## config.mk

```make
export PLATFORM = sky130hd
export DESIGN_NAME = alarm_sequencer
export DESIGN_NICKNAME = d
export VERILOG_FILES = /design/src/rtl/alarm_sequencer.sv
export SDC_FILE = /design/constraint.sdc
export NUM_CORES = 1
export LEC_CHECK = 0
export BUFFER_PORTS_ARGS = -buffer_cell sky130_fd_sc_hd__buf_2
export CELL_PAD_IN_SITES_DETAIL_PLACEMENT = 1
export CELL_PAD_IN_SITES_GLOBAL_PLACEMENT = 1
export CORE_UTILIZATION = 48
export DETAILED_ROUTE_END_ITERATION = 8
export HOLD_SLACK_MARGIN = 0.03
export PLACE_DENSITY = 0.94
export RECOVER_POWER = 100
export SYNTH_ARGS = -nofsm -noshare
export SYNTH_HDL_FRONTEND = slang
export SYNTH_SLANG_ARGS = --single-unit
```

## constraint.sdc

```tcl
create_clock -name clk -period 3.25 [get_ports clk]
set_input_delay 0.325 -clock clk [delete_from_list [all_inputs] [get_ports clk]]
set_output_delay 0.325 -clock clk [all_outputs]
set_load 0.02 [all_outputs]
```

## src/rtl/alarm_sequencer.sv

```systemverilog
// Alarm sequencing FSM: arm, ring on match edge, snooze, timeout.
// Buzzer is gated by a 1 Hz blink that restarts high on every ring entry.
module alarm_sequencer #(
    parameter int RING_TIMEOUT_S = 60,
    parameter int SNOOZE_S       = 300,
    parameter int MAX_SNOOZES    = 3
) (
    input  logic       clk,
    input  logic       rst_n,
    input  logic       alarm_enable,
    input  logic       match,
    input  logic       tick_1hz,
    input  logic       snooze_btn,
    input  logic       stop_btn,
    output logic       alarm_on,
    output logic       buzzer,
    output logic       snoozing,
    output logic [1:0] snooze_cnt,
    output logic [2:0] state_dbg
);

    typedef enum logic [2:0] {
        DISARMED   = 3'd0,
        ARMED      = 3'd1,
        RINGING    = 3'd2,
        SNOOZE     = 3'd3,
        WAIT_CLEAR = 3'd4
    } state_t;

    localparam logic [7:0] RING_LAST = 8'(RING_TIMEOUT_S - 1);
    localparam logic [9:0] SNZ_LOAD  = 10'(SNOOZE_S);
    localparam logic [1:0] SNZ_MAX   = 2'(MAX_SNOOZES);

    state_t     state;
    logic       match_q;
    logic       blink;
    logic [7:0] ring_cnt;
    logic [9:0] snz_tmr;
    logic       trigger;

    assign trigger = match & ~match_q;

    always_ff @(posedge clk or negedge rst_n) begin
        if (!rst_n) begin
            state      <= DISARMED;
            match_q    <= 1'b0;
            blink      <= 1'b1;
            ring_cnt   <= 8'd0;
            snz_tmr    <= 10'd0;
            snooze_cnt <= 2'd0;
        end else begin
            match_q <= match;
            if (!alarm_enable) begin
                state      <= DISARMED;
                snooze_cnt <= 2'd0;
            end else begin
                unique case (state)
                    DISARMED: state <= ARMED;
                    ARMED: begin
                        if (trigger) begin
                            state      <= RINGING;
                            ring_cnt   <= 8'd0;
                            blink      <= 1'b1;
                            snooze_cnt <= 2'd0;
                        end
                    end
                    RINGING: begin
                        if (stop_btn) begin
                            state <= WAIT_CLEAR;
                        end else if (snooze_btn && snooze_cnt < SNZ_MAX) begin
                            state      <= SNOOZE;
                            snz_tmr    <= SNZ_LOAD;
                            snooze_cnt <= snooze_cnt + 2'd1;
                        end else if (tick_1hz) begin
                            ring_cnt <= ring_cnt + 8'd1;
                            blink    <= ~blink;
                            if (ring_cnt == RING_LAST)
                                state <= WAIT_CLEAR;
                        end
                    end
                    SNOOZE: begin
                        if (stop_btn) begin
                            state <= WAIT_CLEAR;
                        end else if (tick_1hz) begin
                            snz_tmr <= snz_tmr - 10'd1;
                            if (snz_tmr == 10'd1) begin
                                state    <= RINGING;
                                ring_cnt <= 8'd0;
                                blink    <= 1'b1;
                            end
                        end
                    end
                    WAIT_CLEAR: begin
                        // Hold off until the matching minute has passed
                        if (!match)
                            state <= ARMED;
                    end
                    default: state <= DISARMED;
                endcase
            end
        end
    end

    assign alarm_on  = (state == RINGING);
    assign buzzer    = alarm_on & blink;
    assign snoozing  = (state == SNOOZE);
    assign state_dbg = state;

endmodule

```

Yosys cells after proc, flatten, opt, wreduce, memory -nomap -nowiden. Cells that the tools add are included.

Flip-flop bits (word level): 25. Word-level logic and storage cells: 82. Input port bits: 7. Output and inout bits: 8.

$add $sub $neg: 3. Reductions and logical operators: 8. Magnitude comparators: 1. Mux-type cells: 37. Eq/ne operators: 23. Bitwise gates (word level): 4.

Operators with widths (count): $mux W8 (7); $mux W10 (4); $mux W3 (10); $pmux W8 S3 (1); $pmux W10 S2 (1); $pmux W3 S5 (1); $ne A2 B2 Y1 const B (6); $reduce_and A6 Y1 (2); $eq A10 B1 Y1 const B (1); $sub A10 B1 Y10 const B (1); $ne A3 B3 Y1 const B (3); $reduce_and A9 Y1 (1); $add A8 B1 Y8 const B (1); $eq A8 B6 Y1 const B (1); $mux W2 (4); $mux W1 (7); $eq A3 B2 Y1 const B (2); $ne A5 B3 Y1 const B (1); $ne A5 B4 Y1 const B (1); $ne A2 B1 Y1 const B (2); $ne A4 B3 Y1 const B (1); $ne A4 B4 Y1 const B (1); $pmux W2 S2 (1); $reduce_and A4 Y1 (1); other kinds (13) (15).

Longest topological paths before layout. Gate-level depths: netlist of run 1.

Depth after elaboration: 7. Gate-level depth with buffers: 7. Mapped depth without buffers: 6.

Least setup slack after synthesis of run 1. No wires, ideal clock.

Path kind: flip-flop to flip-flop. Start: register snooze_cnt[0]. End: register snz_tmr[3]. Buffers on the path: 1. Stages on the path, launching flop included: 8. Path slack: 1.404 ns. Required time: 3.116 ns. Arrival: 1.712 ns. Library setup time: 0.134 ns. Period minus slack after synthesis: 1.846 ns. Cells stage by stage: dfrtp_1 > ha_1 > or3b_4 > a21oi_4 > buf_6 > nand2_1 > mux2i_1 > a21oi_1.

Cells in the longest elaborated chain, start to end: 4.

RTL lines: start: declaration (RTL line 18) `output logic [1:0] snooze_cnt,`; start signal: assignment (RTL line 73) `snooze_cnt <= snooze_cnt + 2'd1;`; $lt A2 B2 Y1 (RTL line 70) `end else if (snooze_btn && snooze_cnt < SNZ_MAX) begin`; $logic_and A1 B1 Y1 (RTL line 70); $ne A2 B1 Y1 (no source line); $reduce_and A6 Y1 (no source line); end signal: assignment (RTL line 85) `snz_tmr <= snz_tmr - 10'd1;`; end: declaration (RTL line 38) `logic [9:0] snz_tmr;`.

Every way passes these cells. A chain may end at the register's enable or synchronous reset.

Worst setup path in the final report of run 1.
Start: register snooze_cnt[0]. End: register snz_tmr[8].

Same word-level chain as after synthesis.

==> metrics.txt, run 1 <==
status=finished, final reports clean; RSZ-0062 raised after global routing=no; hold slack=0.136 ns; die height=just under 60 um; achievable frequency=~390 MHz; Power Density=684 mW/mm^2; Hold Violations, Final=0; Total Nets Final=between 150 and 200; Setup crit end kind=register; CP cell instances=ha_1 > or3b_1 > a21oi_1 > nand4_1 > xor2_1 > nand2b_1; CP Launch Type=register; Cell Rows=20; Post-Syn Nets=176; die footprint=0.00347 sq mm; fin. max-slew vios=0; router iterations before antenna repair=4; clock slew seen by the registers of the worst setup and hold paths=0.14 ns; dpl ws=1.26 ns; Num CTS Buffers=3; Crit. Startpoint=snooze_cnt[0]; number of global-route vias before repair=between 1000 and 1500; Initial Util=between 50% and 60%; reg2reg start=snooze_cnt[0]; most frequent cells after synthesis=dfrtp_1, nand2_1, nor2_1, nand3_1; post-synthesis sequential area ratio=between 40% and 50%; number of synthesized flops with an enable pin=0; register-to-register setup slack=~0.70 ns; via count=between 1000 and 1500; # diodes=0; pin slew with the least headroom to its limit=around 1.4 ns; synth top area cells=dfrtp_1, nand2_1, nor2_1, a31oi_1, ha_1; I/O pin total=15; setup ws final=between 0.7 and 0.8 ns; Max-slew headroom=7.83%; post-synth top area share=slightly below 40%; Max Cap Viol=0; first-pass GRT wire length=6.09 mm; Max Buffers Root-to-Sink=2; delay-heaviest family, CP=compound AO/OA/AOI/OAI gates; slowest cell delay on critical path=just under 0.8 ns; Via density=5.87; slowest CP cell=a21oi_1; largest vdd supply drop=501 uV; post-synth cell types=49; htree depth=1; hold_buf cts=1; total number of yosys warnings=0; Primary FF master, synth=dfrtp_1; Post-CTS Setup Bufs=0; Worst Hold End=match_q; CP Data Required Time=3.47 ns; number of synthesized register bits=25; Final HPWL DP=about 2.7 mm; Syn Inst Count=about 170; Pleak=0.698 nW; later-pin clock latency in the skew report=between 0.3 and 0.4 ns; layout cell share with drive strength beyond 1=8.99%; initial antenna violation count=0; GP Congestion=0.840; core footprint=0.00305 sq mm; grt ovf=0; synthesized area per cell=about 9.4 sq um; P&R area growth vs syn=4.03%; hold path startpoint=match; ys async rst share=between 90% and 100%; CP arrival=roughly 2.8 ns; Setup Total Neg Slack=0 ns; critical path class=reg2reg; Starting DRT DRC Count=22; gr usage total=a little under a quarter; fin crit share=around 80%; mapped cell area=about 0.0016 sq mm; Synth area leader=dfrtp_1; wirelength, routed=about 3.7 mm; r2r endpoint=snz_tmr[8]; Buf/Inv on CP=0; antenna viol nets, final=0; die width=~60 um; final setup violation count=0; top-count cell post-synth=dfrtp_1; clk sinks=25; CTS tree=built; CTS Root Cell=clkbuf_4; DR WL/cell=between 15 and 20 um; worst hold path cell count=1; worst reg-to-reg path cell count=6; HP Class=in2reg; CP Max Fanout=15; drt drc=0; largest net degree at the start of global routing=26; PostCTS Resize Cnt=0; IO buf count=14; clk_skew=0.00563 ns; Final min period=2.55 ns
==> placed cells by master (no fill, tap or decap), types with 6 or more instances in the layout <==
cell type / Yosys / layout
dfrtp_1: 24 / 24
nor2_1: 17 / 17
nand2_1: 17 / 17
clkbuf_1: 0 / 11
a21oi_1: 8 / 9
nand3_1: 9 / 9
a31oi_1: 8 / 8
o21ai_0: 5 / 7
inv_1: 6 / 6
==> cell families after synthesis <==
family	share of synthesized area (%)
mux	1.93
xor+xnor	2.82
simple gates	27.7
flops	40.4
fa+ha+maj	3.22
buf+inv	5.32
compound gates	18.6
==> layer usage <==
| layer | GRT usage [%] | up-vias | wire length, um |
|---|---|---|---|
| met1 | 33.2 | 648 | 1840 |
| met2 | 35.9 | 18 | 1690 |
| met4 | 8.16 | 0 | 48 |
| met5 | 0 | - | 0 |
| met3 | 3.08 | 7 | 92 |
| li1 | - | 630 | - |
==> metrics by stage <==
stage	std cells	area, sq um	total power, mW	utilization [%]
2_1_floorplan	165	1550	0.873	-
3_3_place_gp	217	1620	0.946	53.1
3_5_place_dp	217	1620	0.990	53.1
4_1_cts	222	1660	1.14	54.3
5_1_grt	222	1620	1.18	52.9
6_report	222	1620	1.11	52.9
==> registers in the layout, summed over array words and instances, names as in the netlist <==
register    flops
blink           1
snz_tmr        10
ring_cnt        8
state_dbg       3
match_q         1
snooze_cnt      2
==> power by group <==
group          total [mW]  internal, mW  switching (mW)
sequential          0.520         0.393           0.127
combinational       0.444         0.171           0.273
clock               0.141        0.0481          0.0934
==> worst max path at each step <==
stage / endpoint / slack (ns) / cells past startpoint
after floorplan: snz_tmr[3] / 1.40 / 7
after global placement: snz_tmr[9] / 1.37 / 6
after detailed placement: ring_cnt[6] / 1.26 / 6
after CTS: alarm_on / 1.04 / 3
after global routing: snz_tmr[6] / 0.56 / 6
final: snz_tmr[8] / 0.70 / 6
==> layout make-up <==
class | count | area, sq um
fill | 386 | 1440
clock buffer | 4 | 26.3
tap | 44 | 55.1
inverter | 7 | 26.3
multi-input combinational | 127 | 813
sequential | 25 | 627
timing repair buffer | 15 | 67.6
(Power assumes the default switching activity.)
==> run 2, diff against run 1 <==
CORE_UTILIZATION = 45   (was 48)
PLACE_DENSITY = 0.89   (was 0.94)
clock period = 2.62 ns   (was 3.25 ns; I/O delays follow)
==> metrics.txt, run 2 (synthesized netlist as in run 1, its figures left out) <==
CTS Root Cell=clkbuf_4; setup ws final=0.359 ns (-0.346 ns); number of global-route vias before repair=1380 (+7.1%); max reg flops=10 (unchanged); hold slack=0.0770 ns (-0.0590 ns); HP Class=in2reg; Tot Pwr=1.38 mW (+24%); router iterations before antenna repair=4 (unchanged); largest vdd supply drop=597 uV (+19%); r2r endpoint=snz_tmr[8]; antenna viol nets, final=0 (unchanged); fin crit share=between 80% and 90%; slowest CP cell=dfrtp_1; Setup Total Neg Slack=0 ns (unchanged); Post-CTS Setup Bufs=0 (unchanged); CP arrival=2.00 ns (-0.77 ns); Pleak=0.702 nW (+0.61%); GP Congestion=0.829 (-1.3%); layout cell share with drive strength beyond 1=10.1% (+1.1 points); Starting DRT DRC Count=25 (+14%); final cell count without fillers=222 (unchanged); CP cell instances=nor2b_1 > and2_0 > buf_2; pin slew with the least headroom to its limit=1.32 ns (-0.0611 ns); Worst Hold End=match_q; P&R area growth vs syn=4.35%; most common cell after layout, fill and taps aside=dfrtp_1; gr usage total=25.3% (+2.2 points); later-pin clock latency in the skew report=0.32 ns (about the same); grt ovf=0 (unchanged); initial antenna violation count=0 (unchanged); CP Launch Type=register; status=finished, final reports clean; die height=60.7 um (+3.2%); IO buf count=14 (unchanged); via count=1341 (+2.9%); Cell Rows=20 (unchanged); reg2reg start=snooze_cnt[0]; hold_buf cts=1 (unchanged); delay-heaviest family, CP=simple AND/OR/NAND/NOR gates; Buf/Inv on CP=1 (+1); CP Max Fanout=15 (unchanged); Max Cap Viol=0 (unchanged); Via density=6.04 (+2.9%); slowest cell delay on critical path=0.63 ns (-0.14 ns); Max-slew headroom=11.9% (+4.1 points); Max Buffers Root-to-Sink=2 (unchanged); drt drc=0 (unchanged); Post-Place Cell Area=0.00162 sq mm (unchanged); DR WL/cell=17.4 um (+5.1%); clock slew seen by the registers of the worst setup and hold paths=0.13 ns (about the same); dpl ws=0.624 ns (-0.632 ns); register-to-register setup slack=0.40 ns (-0.30 ns); commonest non-fill, non-tap cells in the layout=dfrtp_1, nor2_1, nand2_1, clkbuf_1, nand3_1; Initial Util=49.2% (-1.6 points); # diodes=0 (unchanged); cell count after placement=217 (unchanged); achievable frequency=~440 MHz; Setup crit end kind=output pin; Total Nets Final=190 (unchanged); core footprint=0.00315 sq mm (+3.3%); clk sinks=25 (unchanged); Final Core Density=51.4% (-1.5 points); PostCTS Resize Cnt=0 (unchanged); wirelength, routed=3.85 mm (+5.1%); die footprint=0.00369 sq mm (+6.4%); CTS tree=built; final setup violation count=0 (unchanged); worst reg-to-reg path cell count=6 (unchanged); Num CTS Buffers=3 (unchanged); Final HPWL DP=3.01 mm (+12%); fin. max-slew vios=0 (unchanged); hold path startpoint=match; Power Density=849 mW/mm^2 (+24%); I/O pin total=15 (unchanged); Top reg by flops=snz_tmr; worst hold path cell count=1 (unchanged); Final Cell Area=0.00162 sq mm (+0.31%); htree depth=1 (unchanged); die width=60.7 um (+3.2%); largest net degree at the start of global routing=26 (unchanged); clk_skew=0.00318 ns (-0.00245 ns); Hold Violations, Final=0 (unchanged); first-pass GRT wire length=6.75 mm (+11%); RSZ-0062 raised after global routing=no; CP Data Required Time=2.36 ns (-1.11 ns); critical path class=reg2out; Final min period=about 2.3 ns
run 2: cell count changes in the layout (fill, tap and decap cells not counted), sizes merged:
cell and change:
buf +1, clkbuf -1
run 2: power breakdown:
group / internal [mW] / switching [mW] / total (mW)
Clock: 0.0596 / 0.110 / 0.170
Sequential: 0.488 / 0.165 / 0.653
Combinational: 0.213 / 0.340 / 0.553
Total: 0.760 / 0.616 / 1.38
run 2: routing by layer:
layer	share of wire, %	routed length, um	track usage, %
met1	44	1710	33.8
met5	0	0	0
met4	2.2	85	11.0
met3	3.9	149	4.26
met2	50	1910	40.8
run 2: worst max path at each step:
stage	to	slack, ns	cells after the start	from
after floorplan	snz_tmr[3]	0.77	7	snooze_cnt[0]
after global placement	snz_tmr[8]	0.74	6	snooze_cnt[0]
after detailed placement	ring_cnt[5]	0.62	6	snooze_cnt[0]
after CTS	alarm_on	0.48	3	state_dbg[1]
after global routing	alarm_on	0.18	3	state_dbg[1]
final	alarm_on	0.36	3	state_dbg[1]
run 2: worst register-to-register path, stage by stage (launching register included):
cell and delay [ns]:
dfrtp_1 0.44, ha_1 0.25, or3b_1 0.43, a21oi_2 0.53, nand4_1 0.21, xor2_1 0.19, nand2b_1 0.07
run 2: layout make-up:
| class | instances | area [sq um] |
|---|---|---|
| Inverter | 7 | 26.3 |
| Fill cell | 392 | 1530 |
| Tap cell | 44 | 55.1 |
| Clock buffer | 4 | 26.3 |
| Sequential cell | 25 | 627 |
| Timing Repair Buffer | 15 | 68.8 |
| Multi-Input combinational cell | 127 | 817 |
==> run 3, diff against run 2 <==
==> constraint.sdc (replaced) <==
create_clock -name clk -period 2.46 [get_ports clk]
set_input_delay 0.369 -clock clk [delete_from_list [all_inputs] [get_ports clk]]
set_output_delay 0.369 -clock clk [all_outputs]
set_load 0.02 [all_outputs]
==> metrics.txt, run 3 (synthesized netlist as in run 1, its figures left out) <==
GP Congestion=0.829 (unchanged); commonest non-fill, non-tap cells in the layout=dfrtp_1, nor2_1, nand2_1, clkbuf_1, nand3_1; CTS tree=built; met3 wire len=173 um (+16%); largest net degree at the start of global routing=26 (unchanged); die footprint=0.00369 sq mm (unchanged); # diodes=0 (unchanged); delay-heaviest family, CP=simple AND/OR/NAND/NOR gates; final setup violation count=0 (unchanged); reg2reg start=snooze_cnt[0]; antenna viol nets, final=0 (unchanged); Setup crit end kind=output pin; Total Nets Final=190 (unchanged); Max Cap Viol=0 (unchanged); Max-slew headroom=12.2% (+0.28 points); CP cell instances=nor2b_1 > and2_1 > clkbuf_2; Final Core Density=51.4% (unchanged); Final min period=between 2 and 2.5 ns; Post-CTS Setup Bufs=0 (unchanged); Power Density=901 mW/mm^2 (+6.2%); Met2 Wirelength=1.91 mm (-0.42%); CP Data Required Time=2.09 ns (-0.27 ns); via count=1326 (-1.1%); slowest CP cell=dfrtp_1; largest vdd supply drop=623 uV (+4.3%); Via density=5.97 (-1.1%); slowest cell delay on critical path=0.64 ns (about the same); most common cell after layout, fill and taps aside=dfrtp_1; htree depth=1 (unchanged); hold path startpoint=match; CTS Root Cell=clkbuf_4; max reg flops=10 (unchanged); CP Max Fanout=15 (unchanged); core footprint=0.00315 sq mm (unchanged); number of global-route vias before repair=1380 (unchanged); pin slew with the least headroom to its limit=1.32 ns (-0.00421 ns); Setup Total Neg Slack=0 ns (unchanged); hold_buf cts=1 (unchanged); clk sinks=25 (unchanged); drt drc=0 (unchanged); achievable frequency=approximately 450 MHz; Starting DRT DRC Count=36 (+44%); layout cell share with drive strength beyond 1=10.1% (unchanged); clock slew seen by the registers of the worst setup and hold paths=0.13 ns (about the same); top sig layer=met4; HP Class=in2reg; CP arrival=1.87 ns (-0.13 ns); P&R area growth vs syn=4.35% (unchanged); Cell Rows=20 (unchanged); die height=60.7 um (unchanged); Hold Violations, Final=0 (unchanged); initial antenna violation count=0 (unchanged); gr usage total=25.3% (unchanged); PostCTS Resize Cnt=0 (unchanged); Tot Pwr=1.46 mW (+6.2%); Initial Util=49.2% (unchanged); clk_skew=0.00586 ns (+0.00268 ns); Crit. Startpoint=state_dbg[1]; fin crit share=approximately nine tenths; wirelength, routed=3.84 mm (-0.34%); footprint of the multi-input gates=817 sq um (unchanged); grt ovf=0 (unchanged); DR WL/cell=17.3 um (-0.34%); die width=60.7 um (unchanged); first-pass GRT wire length=6.75 mm (unchanged); Final HPWL DP=3.01 mm (unchanged); Num CTS Buffers=3 (unchanged); IO buf count=14 (unchanged); Max Buffers Root-to-Sink=2 (unchanged); met1 WL=1.68 mm (-1.6%); router iterations before antenna repair=4 (unchanged); status=finished, final reports clean; later-pin clock latency in the skew report=0.31 ns (about the same); CP Launch Type=register; Top reg by flops=snz_tmr; critical path class=reg2out; RSZ-0062 raised after global routing=no; Pleak=0.702 nW (about the same); fill count=391 (-0.26%); Buf/Inv on CP=1 (unchanged); fin. max-slew vios=0 (unchanged); register area=627 sq um (unchanged); I/O pin total=15 (unchanged)
[run 3: cell count changes in the layout (fill, tap and decap cells not counted)]
cell,delta
and2_0,-1
and2_1,+1
buf_2,-1
clkbuf_2,+1
nor4b_1,+1
nor4b_2,-1
o221ai_1,-1
o221ai_2,+1
[run 3: report_power, final]
group          leakage [nW]  internal, mW  total, mW  switching [mW]
Clock                0.0150        0.0634      0.178           0.114
Combinational         0.358         0.227      0.591           0.364
Sequential            0.329         0.519      0.692           0.172
[run 3: cell type report]
class | instances | share of cell area (%)
tap | 44 | 3.40
clock buffer | 4 | 1.62
inverter | 7 | 1.62
multi-input combinational | 127 | 50.4
sequential | 25 | 38.7
timing repair buffer | 15 | 4.25
[run 3: routing by layer]
metal | global-route usage [%] | vias to the layer above
met5 | 0 | -
met3 | 4.26 | 10
met2 | 40.8 | 42
li1 | - | 629
met1 | 33.8 | 645
met4 | 11.0 | 0
[run 3: stage by stage]
step	cells	worst slack (ns)	hold slack [ns]	instance area [sq um]
2_1_floorplan	165	0.614	0.0734	1550
3_3_place_gp	217	0.575	0.380	1620
3_5_place_dp	217	0.464	0.389	1620
4_1_cts	222	0.215	0.167	1660
5_1_grt	222	0.0307	0.185	1620
6_report	222	0.220	0.184	1620
[run 3: path summary, 6_finish.rpt]
kind	slack (ns)	end	cells past startpoint
max in group asynchronous	0.83	snz_tmr[8]	2
setup / recovery	0.22	alarm_on	3
min in group asynchronous	0.86	ring_cnt[0]	2
hold / removal	0.18	match_q	1
setup reg to reg	0.22	ring_cnt[7]	6
hold reg to reg	0.51	ring_cnt[7]	1
[run 3: worst register-to-register path, stage by stage (launching register included)]
cell	delay (ns)
dfrtp_1	0.43
ha_1	0.22
nor2b_1	0.09
nor4b_1	0.54
o221ai_2	0.23
nor2_1	0.43
a31oi_1	0.17
